===== src/rtl/id_stage_pkg.sv =====
// Shared decode constants for the ID stage: opcode/funct values, ALU operation
// encoding, instruction field positions and the ID/EX control bundle.
package id_stage_pkg;

  localparam logic [5:0] OP_RTYPE = 6'h00;
  localparam logic [5:0] OP_J     = 6'h02;
  localparam logic [5:0] OP_BEQ   = 6'h04;
  localparam logic [5:0] OP_BNE   = 6'h05;
  localparam logic [5:0] OP_ADDI  = 6'h08;
  localparam logic [5:0] OP_LW    = 6'h23;
  localparam logic [5:0] OP_SW    = 6'h2B;

  localparam logic [5:0] FN_ADD = 6'h20;
  localparam logic [5:0] FN_SUB = 6'h22;
  localparam logic [5:0] FN_AND = 6'h24;
  localparam logic [5:0] FN_OR  = 6'h25;
  localparam logic [5:0] FN_SLT = 6'h2A;

  localparam int OPC_MSB = 31;
  localparam int OPC_LSB = 26;
  localparam int RS_MSB  = 25;
  localparam int RS_LSB  = 21;
  localparam int RT_MSB  = 20;
  localparam int RT_LSB  = 16;
  localparam int RD_MSB  = 15;
  localparam int RD_LSB  = 11;
  localparam int IMM_MSB = 15;
  localparam int IMM_LSB = 0;
  localparam int FN_MSB  = 5;
  localparam int FN_LSB  = 0;

  localparam int REG_AW = 5;

  typedef enum logic [2:0] {
    ALU_ADD = 3'd0,
    ALU_SUB = 3'd1,
    ALU_AND = 3'd2,
    ALU_OR  = 3'd3,
    ALU_SLT = 3'd4
  } alu_op_e;

  typedef struct packed {
    logic    reg_write;
    logic    mem_read;
    logic    mem_write;
    logic    mem_to_reg;
    logic    alu_src;
    alu_op_e alu_op;
  } ctrl_t;

endpackage


===== src/rtl/id_stage_regfile.sv =====
// Register file: two asynchronous read ports with write-first bypass, one
// synchronous write port, $0 hard-wired to zero, asynchronous clear.
module id_stage_regfile
  import id_stage_pkg::*;
#(
  parameter int DATA_W = 32,
  parameter int NREGS  = 32
) (
  input  logic              clk,
  input  logic              rst,
  input  logic              we_i,
  input  logic [REG_AW-1:0] waddr_i,
  input  logic [DATA_W-1:0] wdata_i,
  input  logic [REG_AW-1:0] raddr1_i,
  input  logic [REG_AW-1:0] raddr2_i,
  output logic [DATA_W-1:0] rdata1_o,
  output logic [DATA_W-1:0] rdata2_o
);

  logic [DATA_W-1:0] mem_q [NREGS];

  // Storage array; writes to $0 are dropped so it can never hold a value.
  always_ff @(posedge clk or negedge rst) begin
    if (!rst) begin
      for (int i = 0; i < NREGS; i++) begin
        mem_q[i] <= '0;
      end
    end else if (we_i && (waddr_i != {REG_AW{1'b0}})) begin
      mem_q[waddr_i] <= wdata_i;
    end
  end

  // Read port 1 with same-cycle write-back bypass.
  always_comb begin
    rdata1_o = '0;
    if (raddr1_i == {REG_AW{1'b0}}) begin
      rdata1_o = '0;
    end else if (we_i && (waddr_i == raddr1_i)) begin
      rdata1_o = wdata_i;
    end else begin
      rdata1_o = mem_q[raddr1_i];
    end
  end

  // Read port 2 with same-cycle write-back bypass.
  always_comb begin
    rdata2_o = '0;
    if (raddr2_i == {REG_AW{1'b0}}) begin
      rdata2_o = '0;
    end else if (we_i && (waddr_i == raddr2_i)) begin
      rdata2_o = wdata_i;
    end else begin
      rdata2_o = mem_q[raddr2_i];
    end
  end

endmodule


===== src/rtl/id_stage.sv =====
// Instruction-decode stage: decoder, register file, early branch resolution,
// hazard stall, one-slot squash after a taken branch, and the ID/EX register.
module id_stage
  import id_stage_pkg::*;
#(
  parameter int DATA_W = 32,
  parameter int PC_W   = 8,
  parameter int NREGS  = 32
) (
  input  logic              clk,
  input  logic              rst,
  input  logic [PC_W-1:0]   IF_ID_PC,
  input  logic [31:0]       IF_ID_Instruction,
  input  logic              WB_RegWrite,
  input  logic [4:0]        WB_Rd,
  input  logic [DATA_W-1:0] WB_Data,
  input  logic [4:0]        EX_MEM_Rd,
  input  logic              EX_MEM_MemRead,
  output logic [PC_W-1:0]   BranchTarget,
  output logic              BranchTaken,
  output logic              IF_Stall,
  output logic [PC_W-1:0]   ID_EX_PC,
  output logic [DATA_W-1:0] ID_EX_ReadData1,
  output logic [DATA_W-1:0] ID_EX_ReadData2,
  output logic [DATA_W-1:0] ID_EX_Imm,
  output logic [4:0]        ID_EX_Rs,
  output logic [4:0]        ID_EX_Rt,
  output logic [4:0]        ID_EX_Rd,
  output logic              ID_EX_RegWrite,
  output logic              ID_EX_MemRead,
  output logic              ID_EX_MemWrite,
  output logic              ID_EX_MemToReg,
  output logic              ID_EX_ALUSrc,
  output logic [2:0]        ID_EX_ALUOp
);

  typedef struct packed {
    logic [PC_W-1:0]   pc;
    logic [DATA_W-1:0] rdata1;
    logic [DATA_W-1:0] rdata2;
    logic [DATA_W-1:0] imm;
    logic [4:0]        rs;
    logic [4:0]        rt;
    logic [4:0]        rd;
    ctrl_t             ctrl;
  } id_ex_t;

  logic [5:0]        opcode_s;
  logic [5:0]        funct_s;
  logic [4:0]        rs_s;
  logic [4:0]        rt_s;
  logic [4:0]        rd_s;
  logic [15:0]       imm_s;
  logic [DATA_W-1:0] rdata1_s;
  logic [DATA_W-1:0] rdata2_s;

  ctrl_t       dec_ctrl_s;
  logic [4:0]  dec_dest_s;
  logic        dec_valid_s;
  logic        use_rs_s;
  logic        use_rt_s;
  logic        is_beq_s;
  logic        is_bne_s;
  logic        is_j_s;

  logic        load_use_s;
  logic        br_on_alu_s;
  logic        br_on_mem_s;
  logic        stall_s;
  logic        taken_raw_s;
  logic        issue_s;

  logic        squash_q;
  logic        squash_d;
  id_ex_t      id_ex_q;
  id_ex_t      id_ex_d;

  assign opcode_s = IF_ID_Instruction[OPC_MSB:OPC_LSB];
  assign funct_s  = IF_ID_Instruction[FN_MSB:FN_LSB];
  assign rs_s     = IF_ID_Instruction[RS_MSB:RS_LSB];
  assign rt_s     = IF_ID_Instruction[RT_MSB:RT_LSB];
  assign rd_s     = IF_ID_Instruction[RD_MSB:RD_LSB];
  assign imm_s    = IF_ID_Instruction[IMM_MSB:IMM_LSB];

  id_stage_regfile #(
    .DATA_W (DATA_W),
    .NREGS  (NREGS)
  ) u_regfile (
    .clk      (clk),
    .rst      (rst),
    .we_i     (WB_RegWrite),
    .waddr_i  (WB_Rd),
    .wdata_i  (WB_Data),
    .raddr1_i (rs_s),
    .raddr2_i (rt_s),
    .rdata1_o (rdata1_s),
    .rdata2_o (rdata2_s)
  );

  // Decoder: anything unrecognised leaves every default in place and is a NOP.
  always_comb begin
    dec_ctrl_s  = '0;
    dec_dest_s  = 5'd0;
    dec_valid_s = 1'b0;
    use_rs_s    = 1'b0;
    use_rt_s    = 1'b0;
    is_beq_s    = 1'b0;
    is_bne_s    = 1'b0;
    is_j_s      = 1'b0;
    case (opcode_s)
      OP_RTYPE: begin
        case (funct_s)
          FN_ADD:  begin dec_valid_s = 1'b1; dec_ctrl_s.alu_op = ALU_ADD; end
          FN_SUB:  begin dec_valid_s = 1'b1; dec_ctrl_s.alu_op = ALU_SUB; end
          FN_AND:  begin dec_valid_s = 1'b1; dec_ctrl_s.alu_op = ALU_AND; end
          FN_OR:   begin dec_valid_s = 1'b1; dec_ctrl_s.alu_op = ALU_OR;  end
          FN_SLT:  begin dec_valid_s = 1'b1; dec_ctrl_s.alu_op = ALU_SLT; end
          default: dec_valid_s = 1'b0;
        endcase
        if (dec_valid_s) begin
          dec_ctrl_s.reg_write = 1'b1;
          dec_dest_s           = rd_s;
          use_rs_s             = 1'b1;
          use_rt_s             = 1'b1;
        end else begin
          dec_ctrl_s = '0;
        end
      end
      OP_ADDI: begin
        dec_valid_s          = 1'b1;
        dec_ctrl_s.reg_write = 1'b1;
        dec_ctrl_s.alu_src   = 1'b1;
        dec_dest_s           = rt_s;
        use_rs_s             = 1'b1;
      end
      OP_LW: begin
        dec_valid_s           = 1'b1;
        dec_ctrl_s.reg_write  = 1'b1;
        dec_ctrl_s.mem_read   = 1'b1;
        dec_ctrl_s.mem_to_reg = 1'b1;
        dec_ctrl_s.alu_src    = 1'b1;
        dec_dest_s            = rt_s;
        use_rs_s              = 1'b1;
      end
      OP_SW: begin
        dec_valid_s          = 1'b1;
        dec_ctrl_s.mem_write = 1'b1;
        dec_ctrl_s.alu_src   = 1'b1;
        use_rs_s             = 1'b1;
        use_rt_s             = 1'b1;
      end
      OP_BEQ: begin
        dec_valid_s = 1'b1;
        is_beq_s    = 1'b1;
        use_rs_s    = 1'b1;
        use_rt_s    = 1'b1;
      end
      OP_BNE: begin
        dec_valid_s = 1'b1;
        is_bne_s    = 1'b1;
        use_rs_s    = 1'b1;
        use_rt_s    = 1'b1;
      end
      OP_J: begin
        dec_valid_s = 1'b1;
        is_j_s      = 1'b1;
      end
      default: dec_valid_s = 1'b0;
    endcase
  end

  // Hazards; a squashed slot is never allowed to stall fetch.
  assign load_use_s  = id_ex_q.ctrl.mem_read && (id_ex_q.rd != 5'd0) &&
                       ((use_rs_s && (id_ex_q.rd == rs_s)) || (use_rt_s && (id_ex_q.rd == rt_s)));
  assign br_on_alu_s = (is_beq_s || is_bne_s) && id_ex_q.ctrl.reg_write && (id_ex_q.rd != 5'd0) &&
                       ((id_ex_q.rd == rs_s) || (id_ex_q.rd == rt_s));
  assign br_on_mem_s = (is_beq_s || is_bne_s) && EX_MEM_MemRead && (EX_MEM_Rd != 5'd0) &&
                       ((EX_MEM_Rd == rs_s) || (EX_MEM_Rd == rt_s));
  assign stall_s     = !squash_q && (load_use_s || br_on_alu_s || br_on_mem_s);

  assign taken_raw_s = (is_beq_s && (rdata1_s == rdata2_s)) ||
                       (is_bne_s && (rdata1_s != rdata2_s)) || is_j_s;

  assign IF_Stall     = stall_s;
  assign BranchTaken  = taken_raw_s && !stall_s && !squash_q;
  assign BranchTarget = is_j_s ? PC_W'(IF_ID_Instruction[7:0])
                               : IF_ID_PC + PC_W'(1'b1) + PC_W'(imm_s[7:0]);
  assign squash_d     = BranchTaken;
  assign issue_s      = dec_valid_s && !squash_q && !stall_s;

  // ID/EX next state: a bubble (all zero) unless the slot issues.
  always_comb begin
    id_ex_d = '0;
    if (issue_s) begin
      id_ex_d.pc     = IF_ID_PC;
      id_ex_d.rdata1 = rdata1_s;
      id_ex_d.rdata2 = rdata2_s;
      id_ex_d.imm    = {{(DATA_W-16){imm_s[15]}}, imm_s};
      id_ex_d.rs     = rs_s;
      id_ex_d.rt     = rt_s;
      id_ex_d.rd     = dec_dest_s;
      id_ex_d.ctrl   = dec_ctrl_s;
    end else begin
      id_ex_d = '0;
    end
  end

  // Pipeline register and squash flag.
  always_ff @(posedge clk or negedge rst) begin
    if (!rst) begin
      id_ex_q  <= '0;
      squash_q <= 1'b0;
    end else begin
      id_ex_q  <= id_ex_d;
      squash_q <= squash_d;
    end
  end

  assign ID_EX_PC        = id_ex_q.pc;
  assign ID_EX_ReadData1 = id_ex_q.rdata1;
  assign ID_EX_ReadData2 = id_ex_q.rdata2;
  assign ID_EX_Imm       = id_ex_q.imm;
  assign ID_EX_Rs        = id_ex_q.rs;
  assign ID_EX_Rt        = id_ex_q.rt;
  assign ID_EX_Rd        = id_ex_q.rd;
  assign ID_EX_RegWrite  = id_ex_q.ctrl.reg_write;
  assign ID_EX_MemRead   = id_ex_q.ctrl.mem_read;
  assign ID_EX_MemWrite  = id_ex_q.ctrl.mem_write;
  assign ID_EX_MemToReg  = id_ex_q.ctrl.mem_to_reg;
  assign ID_EX_ALUSrc    = id_ex_q.ctrl.alu_src;
  assign ID_EX_ALUOp     = id_ex_q.ctrl.alu_op;

endmodule


===== config.mk =====
export PLATFORM = sky130hd
export DESIGN_NAME = id_stage
export DESIGN_NICKNAME = d
export VERILOG_FILES = /design/src/rtl/id_stage_pkg.sv /design/src/rtl/id_stage_regfile.sv /design/src/rtl/id_stage.sv
export SDC_FILE = /design/constraint.sdc
export NUM_CORES = 2
export LEC_CHECK = 0
export CAP_MARGIN = 20
export CORE_ASPECT_RATIO = 1.1
export CORE_MARGIN = 2
export CORE_UTILIZATION = 65
export CTS_CLUSTER_SIZE = 28
export DETAILED_ROUTE_END_ITERATION = 10
export PLACE_DENSITY = 0.84
export SLEW_MARGIN = 20
export SYNTH_ARGS = -nofsm -noshare
export SYNTH_HDL_FRONTEND = slang
export SYNTH_SLANG_ARGS = --single-unit

===== constraint.sdc =====
create_clock -name clk -period 15.4 [get_ports clk]
set_clock_uncertainty 0.2 [all_clocks]
set_input_delay 3.08 -clock clk [delete_from_list [all_inputs] [get_ports clk]]
set_output_delay 3.08 -clock clk [all_outputs]
set_load 0.03 [all_outputs]

Word level (Yosys, flattened, before mapping)
Cells that the tools add are included.
{ "classes": {"n_addsub": 2, "multipliers": 0, "n_div": 0, "magnitude_cmp": 4, "n_eq_ne": 19, "shift": 0, "muxes": 34, "n_bitwise": 3, "reduce_logical": 43} }
{ "ops": {"columns": ["cell", "n"], "rows": [
  ["$bwmux W1024", 1],
  ["$bmux W32 S5", 2],
  ["$mux W32", 9],
  ["$demux W32 S5", 1],
  ["$mux W127", 1],
  ["$eq A6 B6 Y1 const B", 7],
  ["$eq A32 B32 Y1", 1],
  ["$ne A32 B32 Y1", 1],
  ["$eq A5 B5 Y1", 6],
  ["$logic_and A1 B1 Y1", 21],
  ["$ge A6 B6 Y1 const B", 3],
  ["$not A5 Y6", 3],
  ["$pmux W1 S2", 8],
  ["$reduce_bool A5 Y1", 3],
  ["$eq A6 B3 Y1 const B", 2],
  ["$pmux W3 S4", 1],
  ["$logic_not A5 Y1", 2],
  ["$pmux W5 S2", 1],
  ["$reduce_or A5 Y1", 2],
  ["$add A8 B1 Y8 const B", 1],
  ["$add A8 B8 Y8", 1],
  ["$logic_or A1 B1 Y1", 8],
  ["$mux W8", 1],
  ["$eq A6 B2 Y1 const B", 1],
  ["other kinds (10)", 18]
]} }
{ "word_totals": {"regBits": 1152, "latch_bits": 0, "mem_bits_rw": 0, "mem_bits_ro": 0, "in_bits": 86, "out_inout_bits": 137, "word_cells": 151, "mem_count": 0} }

Logic depth before layout (Yosys ltp)
{ "depth": {"word_depth": 15, "depth_mapped": 16} }

Cells and area by module
A second synthesis with hierarchy kept.
{ "hier_totals": {"cells_unflattened": 4235, "area_unflattened_um2": 60184.0} }
{ "modules_own_cells": {"columns": ["module", "n_inst", "cells_per_inst", "area_per_inst_um2", "seq_area_each_um2"], "rows": [
  ["id_stage_regfile", 1, 3799, 55238.0, 25624.6],
  ["id_stage", 1, 436, 4946.0, 2777.7]
]} }

Worst setup path before layout
OpenSTA, ideal clock, no wires.
{ "synth_timing": {"path_type": "input to output", "from": "in IF_ID_Instruction[17]", "to": "out BranchTaken", "t_arrival_ps": 6053, "required_time_ps": 12120, "setup_slack_ps": 6067, "path_stages": 14, "cell_sequence": "buf_4 -> buf_2 -> buf_4 -> buf_2 -> buf_2 -> mux4_2 -> a221oi_1 -> nand2_1 -> a32oi_1 -> xor2_1 -> nor4_1 -> nand4_1 -> a211oi_2 -> mux2_1"} }
{ "synth_between": {"elab_chain_cells": 12, "elab_cells_between_ends": 30} }
{ "synth_rtl": {"columns": ["element", "line", "text"], "rows": [
  ["from (decl)", "id_stage.sv:13", "input logic [31:0] IF_ID_Instruction,"],
  ["$not A5 Y6 (implied by the code)", "id_stage_regfile.sv:53", "rdata2_o = mem_q[raddr2_i];"],
  ["$bmux W32 S5", "id_stage_regfile.sv:53", null],
  ["$mux W32 (implied by the code) (2 in series)", "id_stage_regfile.sv:53", null],
  ["$mux W32", "id_stage_regfile.sv:50", "end else if (we_i && (waddr_i == raddr2_i)) begin"],
  ["$mux W32", "id_stage_regfile.sv:48", "if (raddr2_i == {REG_AW{1'b0}}) begin"],
  ["$eq A32 B32 Y1 / $ne A32 B32 Y1 (equally long branches)", "id_stage.sv:181, id_stage.sv:182", null],
  ["$logic_and A1 B1 Y1, on equally long branches", "id_stage.sv:181, id_stage.sv:182", null],
  ["$logic_or A1 B1 Y1", "id_stage.sv:181", "assign taken_raw_s = (is_beq_s && (rdata1_s == rdata2_s)) ||"],
  ["$logic_or A1 B1 Y1", "id_stage.sv:182", "(is_bne_s && (rdata1_s != rdata2_s)) || is_j_s;"],
  ["$logic_and A1 B1 Y1 (*) (2 in series)", "id_stage.sv:185", "assign BranchTaken = taken_raw_s && !stall_s && !squash_q;"],
  ["to (decl)", "id_stage.sv:20", "output logic BranchTaken,"]
]} }
Mark *: on every way between the ends. The rest lies on a longest branch, timed or not. The select of a mux whose other input is x is not followed.

Final worst setup path
{ "layout_timing": {"from": "in WB_Rd[2]", "to": "out BranchTaken"} }
{ "layout_between": {"elab_chain_cells": 10, "elab_cells_between_ends": 16} }
{ "layout_rtl": {"columns": ["element", "line", "text"], "rows": [
  ["from (decl)", "id_stage.sv:15", "input logic [4:0] WB_Rd,"],
  ["$eq A5 B5 Y1, on equally long branches", "id_stage_regfile.sv:38, id_stage_regfile.sv:50", null],
  ["$logic_and A1 B1 Y1, on equally long branches", "id_stage_regfile.sv:38, id_stage_regfile.sv:50", null],
  ["$mux W32, on equally long branches", "id_stage_regfile.sv:38, id_stage_regfile.sv:50", null],
  ["$mux W32, on equally long branches", "id_stage_regfile.sv:36, id_stage_regfile.sv:48", null],
  ["$eq A32 B32 Y1 / $ne A32 B32 Y1 (equally long branches)", "id_stage.sv:181, id_stage.sv:182", null],
  ["$logic_and A1 B1 Y1, on equally long branches", "id_stage.sv:181, id_stage.sv:182", null],
  ["$logic_or A1 B1 Y1 (*)", "id_stage.sv:181", null],
  ["$logic_or A1 B1 Y1 (*)", "id_stage.sv:182", null],
  ["$logic_and A1 B1 Y1 (*) (2 in series)", "id_stage.sv:185", null]
]} }
Mark *: on every way between the ends. The rest lies on a longest branch, timed or not.

==> flow_metrics.tcl <==
set metrics [dict create \
    fin_tns_setup_ns 0 \
    holdPathStages 0 \
    drtIter0Drc 6247 \
    overflow 0 \
    track_usage_pct 42.4 \
    crit_required_ns 12.12 \
    wl_per_cell_um 35.5 \
    place_inst 5395 \
    die_h_um 324 \
    worst_pin_slew_ns 1.32 \
    gp_congestion 1.01 \
    antenna_found_initial 15 \
    fin_util_pct 72.5 \
    yosysSeqAreaShare_pct 47.0 \
    fmax_mhz 81.1 \
    placed_cell_area_um2 63000 \
    grt_pass1_vias 43200 \
    synthArstFlopShare_pct 100 \
    syn_avg_cell_area_um2 14.2 \
    yosys.area.top_type "dfrtp_1" \
    numCtsBuffers 112 \
    synth_edf_count 0 \
    status "complete, no violations" \
    rsz0062_at_grt "no" \
    nets 4356 \
    dpl.hpwl_um 119000 \
    grt_pass1_wl_um 292000 \
    final.period_utilization_pct 80.1 \
    vias_per_cell 7.67 \
    worst_slack_ns 3.07 \
    die-area_um2 95500 \
    cts_tree "built" \
    portBuffers 222 \
    yosysWarnings 0 \
    setup.worst_path.end_class "primary output" \
    mostFrequentLayoutCells "dfrtp_1 (1135), mux2_2 (989), mux4_2 (419)" \
    grt_max_degree 186 \
    io_pins 223 \
    drt-total-wl_um 200000 \
    timing.slew.headroom_pct 11.5 \
    yosysTopAreaCellShare_pct 47.0 \
    synth_area_leaders "dfrtp_1 (47%), mux2_2 (18%), mux4_2 (16%)" \
    synthCells 4259 \
    die_w_um 295 \
    hold_end "u_regfile.mem_q[1004]" \
    place_ws_ns 3.36 \
    instances_no_fill 5615 \
    synth.cell_area_um2 60500 \
    initial_core_util_pct 65.5 \
    critPathLaunchType "input pin" \
    ir_drop_mv 0.103 \
    num_vias 43100 \
    design_area_um2 67000 \
    drive_above_1_share_pct 41.7 \
    reg2reg_depth 10 \
    whs_ns 0.194 \
    r2r_slack_ns 11.13 \
    cts.repair.resized 0 \
    synth-seq-cells 1135 \
    drv_cap 0 \
    finalHoldViolations 0 \
    r2r_end "squash_q" \
    hold_buffers 0 \
    layout_commonest_cell "dfrtp_1" \
    rows 117 \
    slew_viol_final 0 \
    drtAntennaViolNets 0 \
    clock_sinks 1135 \
    p_total_mw 8.66 \
    cts_setup_buffers 0 \
    cts_root_buf "clkbuf_16" \
    fp.coreArea_um2 92400 \
    synth_cell_types 94 \
    crit_type "in2out" \
    cp_max_fo 16 \
    syn_nets 4353 \
    synth_ff_type "dfrtp_1" \
    setup_viol 0 \
    cts.path.max_buffers 3 \
    p_leak_nw 29.0 \
    fin_crit_ns 12.33 \
    drtPass1Iterations 7 \
    area_growth_pct 10.7 \
    cp.arrival_ns 9.05 \
    clock_latency_ns 0.73 \
    clkTransAtPathRegs_ns 0.06 \
    hold_start "u_regfile.mem_q[1004]" \
    cts_max_level 3 \
    hp-class "reg2reg" \
    powerDensity_nw_per_um2 129 \
    rr_startpoint "u_regfile.mem_q[726]" \
    route.detailed.drc 0 \
]
layout make-up:
type	instances	area, um2
fill	5752	25400
clock buffer	162	3260
sequential	1135	28400
multi-input combinational	2642	29700
inverter	20	75.1
timing repair buffer	351	3290
tap	1249	1560
clock inverter	44	622
antenna	12	30.0
flip-flops by register name, indices dropped and copies added, names as in the netlist, 3 cells and up:
| register | count |
|---|---|
| u_regfile.mem_q | 1024 |
| ID_EX_ReadData1 | 32 |
| ID_EX_ReadData2 | 32 |
| ID_EX_Imm | 16 |
| ID_EX_PC | 8 |
| ID_EX_Rd | 5 |
| ID_EX_Rs | 5 |
| ID_EX_Rt | 5 |
| ID_EX_ALUOp | 3 |
worst max-delay path: stages:
cell and delay [ns]:
clkdlybuf4s50_1 0.79, xnor2_1 0.85, nand4_1 0.16, buf_4 0.27
o21ai_1 0.46, buf_4 0.38, nor2_1 0.17, a221oi_1 0.44
xor2_1 0.25, nor4_1 0.37, nand4_1 0.15, a211oi_2 0.63
mux2_1 0.41, clkdlybuf4s50_1 0.61
worst max-delay path by stage:
stage	from	end	slack [ns]
final	WB_Rd[2]	BranchTaken	3.07
after detailed placement	IF_ID_Instruction[17]	BranchTaken	3.36
after global placement	WB_Rd[2]	BranchTaken	3.04
after CTS	IF_ID_Instruction[17]	BranchTaken	3.37
after floorplan	IF_ID_Instruction[17]	BranchTaken	6.07
after global routing	WB_Rd[2]	BranchTaken	3.23
report_power, final:
part | internal (mW) | leakage, nW | switching (mW)
clock network | 1.72 | 1.92 | 1.22
logic | 0.988 | 12.4 | 0.827
registers | 3.50 | 14.7 | 0.405
total | 6.21 | 29.0 | 2.45
synthesized netlist by cell type, drive strengths merged, types with 9 or more instances:
library cell,number
nand3b,9
clkbuf,283
inv,17
nand2,137
o21ai,69
a211o,12
and3,11
a21oi,80
o221ai,57
a32oi,17
nand2b,13
xor2,24
nor2,112
o211ai,13
buf,178
mux2i,203
nand3,43
xnor2,36
dfrtp,1135
a22o,17
or3,9
o22ai,24
a221oi,34
and2,50
a211oi,14
mux2,990
a31oi,12
nor3,25
nor2b,13
mux4,435
a22oi,66
per-layer routing:
layer | global-route usage (%) | wire (um)
met5 | 0 | 80
met4 | 29.8 | 17100
met3 | 16.0 | 28500
met2 | 59.8 | 85300
met1 | 54.5 | 68700
cell families after synthesis:
| family | count (synthesis) | synth area share, % |
|---|---|---|
| multiplexers | 1628 | 38.1 |
| XOR/XNOR | 60 | 0.869 |
| adder cells (fa/ha/maj) | 8 | 0.178 |
| AND/OR/NAND/NOR | 473 | 3.91 |
| flip-flops | 1135 | 47.0 |
| buffers and inverters | 482 | 4.26 |
| AO/OA/AOI/OAI | 473 | 5.71 |
No activity file was read; power rests on OpenSTA's default activity.
